File: src/rtl/alu_share_ctrl_pkg.sv
// Shared types and constants for the shared add/sub controller.
// Operand/result widths, op codes and FSM state encoding.
package alu_share_ctrl_pkg;

    localparam logic OP_ADD = 1'b0;
    localparam logic OP_SUB = 1'b1;

    localparam int OPND_W    = 3;
    localparam int RES_W     = 4;
    localparam int OPND_SIGN = OPND_W - 1;
    localparam int RES_SIGN  = RES_W - 1;

    typedef enum logic [1:0] {
        IDLE  = 2'd0,
        ISSUE = 2'd1,
        RESP  = 2'd2
    } state_t;

endpackage

File: src/rtl/alu_share_ctrl_if.sv
// Request, datapath and response signals of the shared add/sub controller.
// slave = controller view, master = surrounding environment view.
interface alu_share_ctrl_if;
    import alu_share_ctrl_pkg::*;

    logic              req0_valid;
    logic              req0_ready;
    logic              req0_op;
    logic [OPND_W-1:0] req0_a;
    logic [OPND_W-1:0] req0_b;

    logic              req1_valid;
    logic              req1_ready;
    logic              req1_op;
    logic [OPND_W-1:0] req1_a;
    logic [OPND_W-1:0] req1_b;

    logic              alu_op;
    logic [OPND_W-1:0] alu_a;
    logic [OPND_W-1:0] alu_b;
    logic [RES_W-1:0]  alu_r;
    logic              alu_sf;
    logic              alu_zf;
    logic              alu_dzf;

    logic              rsp_valid;
    logic              rsp_ready;
    logic              rsp_id;
    logic [RES_W-1:0]  rsp_r;
    logic              rsp_sf;
    logic              rsp_zf;
    logic              rsp_dzf;

    modport slave (
        input  req0_valid, req0_op, req0_a, req0_b,
        input  req1_valid, req1_op, req1_a, req1_b,
        output req0_ready, req1_ready,
        output alu_op, alu_a, alu_b,
        input  alu_r, alu_sf, alu_zf, alu_dzf,
        output rsp_valid, rsp_id, rsp_r, rsp_sf, rsp_zf, rsp_dzf,
        input  rsp_ready
    );

    modport master (
        output req0_valid, req0_op, req0_a, req0_b,
        output req1_valid, req1_op, req1_a, req1_b,
        input  req0_ready, req1_ready,
        input  alu_op, alu_a, alu_b,
        output alu_r, alu_sf, alu_zf, alu_dzf,
        input  rsp_valid, rsp_id, rsp_r, rsp_sf, rsp_zf, rsp_dzf,
        output rsp_ready
    );

endinterface

File: src/rtl/alu_share_ctrl_rr_arb2.sv
// Two-way round-robin arbiter: one-hot grant, tie goes to the requester
// not served last; the pointer moves only when a grant is taken.
module rr_arb2 #(
    parameter int unsigned FIRST_PRI = 0
) (
    input  logic       clk,
    input  logic       rst_n,
    input  logic [1:0] valid,
    input  logic       advance,
    output logic [1:0] grant
);

    logic last;

    always_comb begin
        grant = '0;
        case (valid)
            2'b01:   grant = 2'b01;
            2'b10:   grant = 2'b10;
            2'b11:   grant = last ? 2'b01 : 2'b10;
            default: grant = '0;
        endcase
    end

    // Reset value makes FIRST_PRI look like the "other" requester was served last.
    always_ff @(posedge clk or negedge rst_n) begin
        if (!rst_n)
            last <= 1'(FIRST_PRI == 0);
        else if (advance && grant != '0)
            last <= grant[1];
    end

endmodule

File: src/rtl/alu_share_ctrl.sv
// Time-shares one external add/sub datapath between two requesters:
// arbitrate, drive and hold operands, capture result, return it to the winner.
module alu_share_ctrl
    import alu_share_ctrl_pkg::*;
#(
    parameter int unsigned ISSUE_WAIT = 1,
    parameter int unsigned FIRST_PRI  = 0
) (
    input  logic             clk,
    input  logic             rst_n,
    alu_share_ctrl_if.slave  bus
);

    localparam logic [2:0] WAIT_INIT = 3'(ISSUE_WAIT - 1);

    state_t     state;
    state_t     state_nx;
    logic [2:0] cnt;
    logic [1:0] grant;
    logic       take;

    rr_arb2 #(.FIRST_PRI(FIRST_PRI)) u_arb (
        .clk     (clk),
        .rst_n   (rst_n),
        .valid   ({bus.req1_valid, bus.req0_valid}),
        .advance (take),
        .grant   (grant)
    );

    always_comb begin
        state_nx       = state;
        take           = 1'b0;
        bus.req0_ready = 1'b0;
        bus.req1_ready = 1'b0;
        case (state)
            IDLE: begin
                bus.req0_ready = grant[0];
                bus.req1_ready = grant[1];
                if (grant != '0) begin
                    take     = 1'b1;
                    state_nx = ISSUE;
                end
            end
            ISSUE:   if (cnt == '0) state_nx = RESP;
            RESP:    if (bus.rsp_ready) state_nx = IDLE;
            default: state_nx = IDLE;
        endcase
    end

    always_ff @(posedge clk or negedge rst_n) begin
        if (!rst_n) state <= IDLE;
        else        state <= state_nx;
    end

    always_ff @(posedge clk or negedge rst_n) begin
        if (!rst_n) begin
            cnt           <= '0;
            bus.alu_op    <= 1'b0;
            bus.alu_a     <= '0;
            bus.alu_b     <= '0;
            bus.rsp_valid <= 1'b0;
            bus.rsp_id    <= 1'b0;
            bus.rsp_r     <= '0;
            bus.rsp_sf    <= 1'b0;
            bus.rsp_zf    <= 1'b0;
            bus.rsp_dzf   <= 1'b0;
        end else if (take) begin
            bus.alu_op <= grant[1] ? bus.req1_op : bus.req0_op;
            bus.alu_a  <= grant[1] ? bus.req1_a  : bus.req0_a;
            bus.alu_b  <= grant[1] ? bus.req1_b  : bus.req0_b;
            bus.rsp_id <= grant[1];
            cnt        <= WAIT_INIT;
        end else if (state == ISSUE) begin
            if (cnt != '0) begin
                cnt <= cnt - 3'd1;
            end else begin
                bus.rsp_r     <= bus.alu_r;
                bus.rsp_sf    <= bus.alu_sf;
                bus.rsp_zf    <= bus.alu_zf;
                bus.rsp_dzf   <= bus.alu_dzf;
                bus.rsp_valid <= 1'b1;
            end
        end else if (state == RESP && bus.rsp_ready) begin
            bus.rsp_valid <= 1'b0;
        end
    end

endmodule

File: src/flat_wrapper.sv
// flat-port wrapper written by rule: the top's interface ports become plain ports
module alu_share_ctrl_flat import alu_share_ctrl_pkg::*;
#(
    parameter int unsigned ISSUE_WAIT = 1,
    parameter int unsigned FIRST_PRI  = 0
)
  (clk, rst_n, bus_req0_valid, bus_req0_op, bus_req0_a, bus_req0_b, bus_req1_valid, bus_req1_op, bus_req1_a, bus_req1_b, bus_req0_ready, bus_req1_ready, bus_alu_op, bus_alu_a, bus_alu_b, bus_alu_r, bus_alu_sf, bus_alu_zf, bus_alu_dzf, bus_rsp_valid, bus_rsp_id, bus_rsp_r, bus_rsp_sf, bus_rsp_zf, bus_rsp_dzf, bus_rsp_ready);
  alu_share_ctrl_if bus_i ();
  input  logic clk;
  input  logic rst_n;
  input wire logic [$bits(bus_i.req0_valid)-1:0] bus_req0_valid;
  input wire logic [$bits(bus_i.req0_op)-1:0] bus_req0_op;
  input wire logic [$bits(bus_i.req0_a)-1:0] bus_req0_a;
  input wire logic [$bits(bus_i.req0_b)-1:0] bus_req0_b;
  input wire logic [$bits(bus_i.req1_valid)-1:0] bus_req1_valid;
  input wire logic [$bits(bus_i.req1_op)-1:0] bus_req1_op;
  input wire logic [$bits(bus_i.req1_a)-1:0] bus_req1_a;
  input wire logic [$bits(bus_i.req1_b)-1:0] bus_req1_b;
  output wire logic [$bits(bus_i.req0_ready)-1:0] bus_req0_ready;
  output wire logic [$bits(bus_i.req1_ready)-1:0] bus_req1_ready;
  output wire logic [$bits(bus_i.alu_op)-1:0] bus_alu_op;
  output wire logic [$bits(bus_i.alu_a)-1:0] bus_alu_a;
  output wire logic [$bits(bus_i.alu_b)-1:0] bus_alu_b;
  input wire logic [$bits(bus_i.alu_r)-1:0] bus_alu_r;
  input wire logic [$bits(bus_i.alu_sf)-1:0] bus_alu_sf;
  input wire logic [$bits(bus_i.alu_zf)-1:0] bus_alu_zf;
  input wire logic [$bits(bus_i.alu_dzf)-1:0] bus_alu_dzf;
  output wire logic [$bits(bus_i.rsp_valid)-1:0] bus_rsp_valid;
  output wire logic [$bits(bus_i.rsp_id)-1:0] bus_rsp_id;
  output wire logic [$bits(bus_i.rsp_r)-1:0] bus_rsp_r;
  output wire logic [$bits(bus_i.rsp_sf)-1:0] bus_rsp_sf;
  output wire logic [$bits(bus_i.rsp_zf)-1:0] bus_rsp_zf;
  output wire logic [$bits(bus_i.rsp_dzf)-1:0] bus_rsp_dzf;
  input wire logic [$bits(bus_i.rsp_ready)-1:0] bus_rsp_ready;
  assign bus_i.req0_valid = bus_req0_valid;
  assign bus_i.req0_op = bus_req0_op;
  assign bus_i.req0_a = bus_req0_a;
  assign bus_i.req0_b = bus_req0_b;
  assign bus_i.req1_valid = bus_req1_valid;
  assign bus_i.req1_op = bus_req1_op;
  assign bus_i.req1_a = bus_req1_a;
  assign bus_i.req1_b = bus_req1_b;
  assign bus_req0_ready = bus_i.req0_ready;
  assign bus_req1_ready = bus_i.req1_ready;
  assign bus_alu_op = bus_i.alu_op;
  assign bus_alu_a = bus_i.alu_a;
  assign bus_alu_b = bus_i.alu_b;
  assign bus_i.alu_r = bus_alu_r;
  assign bus_i.alu_sf = bus_alu_sf;
  assign bus_i.alu_zf = bus_alu_zf;
  assign bus_i.alu_dzf = bus_alu_dzf;
  assign bus_rsp_valid = bus_i.rsp_valid;
  assign bus_rsp_id = bus_i.rsp_id;
  assign bus_rsp_r = bus_i.rsp_r;
  assign bus_rsp_sf = bus_i.rsp_sf;
  assign bus_rsp_zf = bus_i.rsp_zf;
  assign bus_rsp_dzf = bus_i.rsp_dzf;
  assign bus_i.rsp_ready = bus_rsp_ready;
  alu_share_ctrl #(.ISSUE_WAIT(ISSUE_WAIT), .FIRST_PRI(FIRST_PRI)) u_core (.clk(clk), .rst_n(rst_n), .bus(bus_i));
endmodule
File: config.mk
export PLATFORM = sky130hd
export DESIGN_NAME = alu_share_ctrl_flat
export DESIGN_NICKNAME = d
export VERILOG_FILES = /design/src/rtl/alu_share_ctrl_pkg.sv /design/src/rtl/alu_share_ctrl_if.sv /design/src/rtl/alu_share_ctrl_rr_arb2.sv /design/src/rtl/alu_share_ctrl.sv /design/src/flat_wrapper.sv
export SDC_FILE = /design/constraint.sdc
export NUM_CORES = 1
export LEC_CHECK = 0
export CAP_MARGIN = 20
export CORE_MARGIN = 5
export CORE_UTILIZATION = 35
export DETAILED_ROUTE_END_ITERATION = 8
export PLACE_DENSITY_LB_ADDON = 0.15
export SYNTH_ARGS = -nofsm -noshare
export SYNTH_HDL_FRONTEND = slang
export SYNTH_SLANG_ARGS = --single-unit
File: constraint.sdc
create_clock -name clk -period 2 [get_ports clk]
set_input_delay 0.2 -clock clk [delete_from_list [all_inputs] [get_ports clk]]
set_output_delay 0.2 -clock clk [all_outputs]
set_load 0.05 [all_outputs]
After elaboration in Yosys (flattened, before gate mapping)
Cells that the tools add are included.

word-level totals
  bits in registers = 22
  input bits = 26
  output and inout bits = 18
  word-level logic and storage cells = 56

cells by class
  add/sub/neg operators = 1
  eq/ne operators = 9
  muxes and demuxes = 19
  bitwise operators = 2
  reductions and logical operators = 13

operator list
  operator                                                number
  two-way mux 3 bit                                       5
  case mux 2 bit (3 select lines)                         2
  AND reduction 3 bit                                     3
  two-way mux 1 bit                                       8
  two-way mux 2 bit                                       4
  nonzero test 2 bit                                      4
  equality test 2 bit (second input constant)             3
  equality test 2 x 1 -> 1 bit (second input constant)    2
  inequality test 2 x 1 -> 1 bit (second input constant)  2
  inequality test 2 bit (second input constant)           2
  logical NOT 3 bit                                       1
  nonzero test 3 bit                                      1
  subtractor 3 x 1 -> 3 bit (second input constant)       1
  logical AND 1 bit                                       2
  logical NOT 2 bit                                       1
  inverter 1 bit                                          2
  AND reduction 2 bit                                     1

Longest topological paths before layout
  word-level depth = 7
  mapped depth = 6
  depth with buffers taken out = 6

Hierarchy
A second synthesis with hierarchy kept.

second synthesis, totals
  cell total of the unflattened synthesis = 79
  area, all modules = 1031.0 um2

by module, submodules not included
  module          instances  cells an instance  area each (um2)  sequential area each (um2)
  alu_share_ctrl  1          73                 974.7            525.5
  rr_arb2         1          6                  56.3             26.3

Worst setup path before layout
Ideal clock, no wire load.

  path kind = register to register
  start = register u_core.u_arb.last
  end = register u_core.bus.rsp_id
  setup time = 0.078 ns
  data arrival time = 1.998 ns
  data required time = 1.922 ns
  slack = -0.076 ns
  cell stages (with the launch flop) = 5
  buffers on the path = 1
  clock period less this slack = 2.076 ns
  cells stage by stage = dfstp_2 a21bo_1 buf_6 nor3_1 o21bai_1

between the ends
  cells in the longest elaborated chain, start to end = 5

ends and longest elaborated chain
  element                              RTL line                      source
  from (decl)                          alu_share_ctrl_rr_arb2.sv:13  logic last;
  from (signal assigned)               alu_share_ctrl_rr_arb2.sv:28  last <= 1'(FIRST_PRI == 0);
  from (signal assigned)               alu_share_ctrl_rr_arb2.sv:30  last <= grant[1];
  two-way mux 2 bit (*)                alu_share_ctrl_rr_arb2.sv:20  2'b11: grant = last ? 2'b01 : 2'b10;
  case mux 2 bit (3 select lines) (*)  alu_share_ctrl_rr_arb2.sv:17  case (valid)
  nonzero test 2 bit                   alu_share_ctrl.sv:39          if (grant != '0) begin
  two-way mux 1 bit                    alu_share_ctrl.sv:39
  two-way mux 1 bit                    alu_share_ctrl.sv:35          case (state)
  to (signal assigned)                 alu_share_ctrl.sv:71          bus.rsp_id <= grant[1];
  to (decl)                            alu_share_ctrl_if.sv:40       output rsp_valid, rsp_id, rsp_r, rsp_sf, rsp_zf, rsp_dzf,

Every way passes the cells marked *; elsewhere a longest branch is shown, timed or not.
A chain may end at the register's enable or synchronous reset.

Worst setup path in the final report
  start = register u_core.state[1]
  end = output port bus_req0_ready

between the ends
  cells in the longest elaborated chain, start to end = 2

ends and longest elaborated chain
  element                 RTL line              source
  from (decl)             alu_share_ctrl.sv:16  state_t state;
  from (signal assigned)  alu_share_ctrl.sv:52  else state <= state_nx;
  logical NOT 2 bit       alu_share_ctrl.sv:35
  two-way mux 1 bit       alu_share_ctrl.sv:35
  to (decl)               flat_wrapper.sv:19    output wire logic [$bits(bus_i.req0_ready)-1:0] bus_req0_ready;

No other way between the ends.

==> summary.txt <==
Place
  – Number of buffers added on ports: 43
  – Gpl congestion: 0.713
  – Post-DP HPWL: 1590 um
  – Pre-CTS setup slack: 0.146 ns

Logic synthesis
  – Post-synth ARST share: 1.00
  – Yosys top cell area share: 0.501
  – Proportion of synthesized area in mux cells: 0.286
  – #FFs+latches synth: 22
  – Post-synthesis compound-gate area fraction: 0.0573
  – Synthesized cell area: 1050 sq um
  – XOR/XNOR share of the synthesized area: 0.00835
  – Post-synthesis adder-cell area fraction: 0.0239
  – EDFF count, synth: 0
  – Most frequent cell after synthesis: dfrtp_1
  – Synth top cells by count: 21 x dfrtp_1, 14 x mux2_4, 8 x mux2_2
  – Top cells by area, synth: dfrtp_1 50%, mux2_4 20%, mux2_2 8.6%
  – Syn Inst Count: 75
  – Largest family of logic cells by synthesized area: multiplexers
  – Avg Synthesized Cell Area: 14.0 sq um
  – Syn. warnings: 0
  – Seq/Total Area, Yosys: 0.526
  – Synth Flop Type: dfrtp_1
  – Largest area contributor in the netlist: dfrtp_1
  – Yosys cell types: 23
  – Synthesized Nets: 103
  – Simple-gate share of the synthesized area: 0.0621

Power and ir drop
  – Part of the power in the clock network: 0.117
  – Max VDD drop: 727 uV
  – Sequential Power Share: 0.279
  – Internal: 1630 uW
  – Pleak: 0.000708 uW
  – Combinational power share: 0.604
  – Switching Share: 0.431
  – Power Dens Cells: 1790 nW/um^2
  – Switch Pwr: 1230 uW

Final layout
  – Layout Nets: 151
  – Util after Layout: 0.570
  – P&R area growth vs syn: 52.4%
  – Ratio of cells with drive above 1 in the final layout: 0.287
  – ANT cells: 0

Clocking
  – CTS H-tree lvls: 1
  – Clock Latency Late Sink: 0.30 ns
  – Clock Sinks: 22
  – Post-cts resize count: 1
  – TritonCTS clock tree: yes
  – Hold buffers post-CTS: 0
  – Post-CTS Setup Bufs: 0
  – CTS Buf Count: 3
  – Clock buffer depth: 2
  – Root buf cell: clkbuf_4
  – Clock transition at path regs: 0.12 ns

Floorplan
  – # IOs: 44
  – Rows: 19
  – Die area: 4190 sq um
  – CORE AREA: 2810 sq um
  – Die Wd: 64.7 um
  – Initial Util: 0.374
  – Die height: 64.7 um

Worst setup path
  – Worst r2r src: u_core.u_arb.last
  – CP Max Fanout: 13
  – R2r setup slk: 0.33 ns
  – R2R Path End: u_core.bus.alu_op
  – Worst Path Required: 1.80 ns
  – CP Capture Type: output pin
  – Worst r2r path cells: 3
  – Worst Path Arrival: 1.69 ns
  – Nature of the critical path startpoint: register
  – Setup CP Type: register to output pin

Timing
  – Max transition margin: 0.660
  – Fin Setup TNS: 0 ns
  – Final Max Tran Viols: 0
  – Worst-Margin Slew: 0.509 ns
  – Final period util: 0.944
  – RSZ-0062 raised after global routing: no
  – Hold Vio Cnt, Final: 0
  – Final setup fails: 0
  – Max Clock Skew: 0.00500 ns
  – Final WS setup: 0.112 ns
  – Min Tclk post-route: 1.89 ns
  – Max Freq: 0.530 GHz

Routing
  – Total iterations of the first detailed-routing run: 3
  – Drt wl/cell: 13.5 um
  – WL met1: 866 um
  – DR DRC count: 0
  – Vias: 738
  – WL met3: 198 um
  – Final wirelength: 2060 um
  – ANT nets after route: 0
  – Vias per inst: 4.82
  – Metal2 WL: 963 um
  – Top sig layer: met4
  – 1st-iter DRT viols: 6

Global routing
  – Vias in the first global route: 769
  – Grt total ovfl: 0
  – Largest net degree at the start of global routing: 23
  – Gr usage total: 0.105
  – Number of antenna violations at the first check in global routing: 0
  – First-pass GRT wire length: 3440 um

Status
  – Status: completed

Run
  – Max-cap violations: 0

Min path
  – Hold WC Path Type: input port to asynchronous set/reset pin
[cell usage in the layout, fill, tap and decap left out, drive strengths merged, types with 3 or more instances in the layout]
cell type and n:
mux2 22, clkbuf 3, nor2 5, dfrtp 21
clkdlybuf4s50 41, inv 5, buf 4
[per-stage QoR]
| step | hold WS, ns | area [sq um] | std cells | total power, uW |
|---|---|---|---|---|
| finish | 0.227 | 1600 | 153 | 2860 |
| CTS | 0.229 | 1600 | 153 | 2900 |
| global placement | 0.485 | 1540 | 149 | 2520 |
| detailed placement | 0.493 | 1540 | 149 | 2540 |
| global route | 0.251 | 1600 | 153 | 3010 |
| floorplan | -0.0956 | 1050 | 75 | 1990 |
[flip-flops by register name, summed over array words and instances (netlist names)]
name,cells
u_core.bus.alu_b,3
u_core.bus.rsp_sf,1
u_core.bus.rsp_zf,1
u_core.bus.alu_a,3
u_core.cnt,3
u_core.u_arb.last,1
u_core.bus.rsp_dzf,1
u_core.state,2
u_core.bus.rsp_r,4
u_core.bus.rsp_valid,1
u_core.bus.alu_op,1
u_core.bus.rsp_id,1
[logic make-up after synthesis]
group,Yosys count
simple gates,12
buf+inv,7
compound gates,9
xor+xnor,1
flops,22
fa+ha+maj,2
mux,22
[area by class of cell]
class,instances,area (sq um)
inverters,5,18.8
clock buffers,3,22.5
well taps,31,38.8
flip-flops and latches,22,552
repair buffers,45,465
fillers,248,1210
clock inverters,1,30.0
multi-input cells,46,470
[critical path: stages (launching register included)]
cell and delay [ns]:
dfrtp_1 0.47, nor2_1 0.26, o21a_4 0.30, and2_2 0.21, buf_12 0.14
[layer usage]
layer  track usage  vias up
met5             0        -
met2         0.183       32
met4        0.0396        0
met3        0.0415        4
li1              -      352
met1         0.116      350
[power by group through the flow]
stage          Sequential [uW]  Clock (uW)  Combinational (uW)
2_1_floorplan             1360           0                 630
6_report                   799         335                1730
4_1_cts                    802         345                1750
3_3_place_gp               805           0                1720
3_5_place_dp               803           0                1740
5_1_grt                    831         365                1820
[worst max-delay path by stage]
stage / to / slack, ns / startpoint
after CTS: bus_req0_ready / 0.09 / u_core.u_arb.last
after floorplan: u_core.bus.rsp_id / 0.41 / u_core.u_arb.last
after detailed placement: u_core.bus.alu_a[1] / 0.15 / bus_req0_valid
final: bus_req0_ready / 0.11 / u_core.state[1]
after global placement: u_core.bus.alu_op / 0.17 / bus_req0_valid
after global routing: bus_req0_ready / 0.01 / u_core.u_arb.last
No activity file was read; power rests on OpenSTA's default activity.
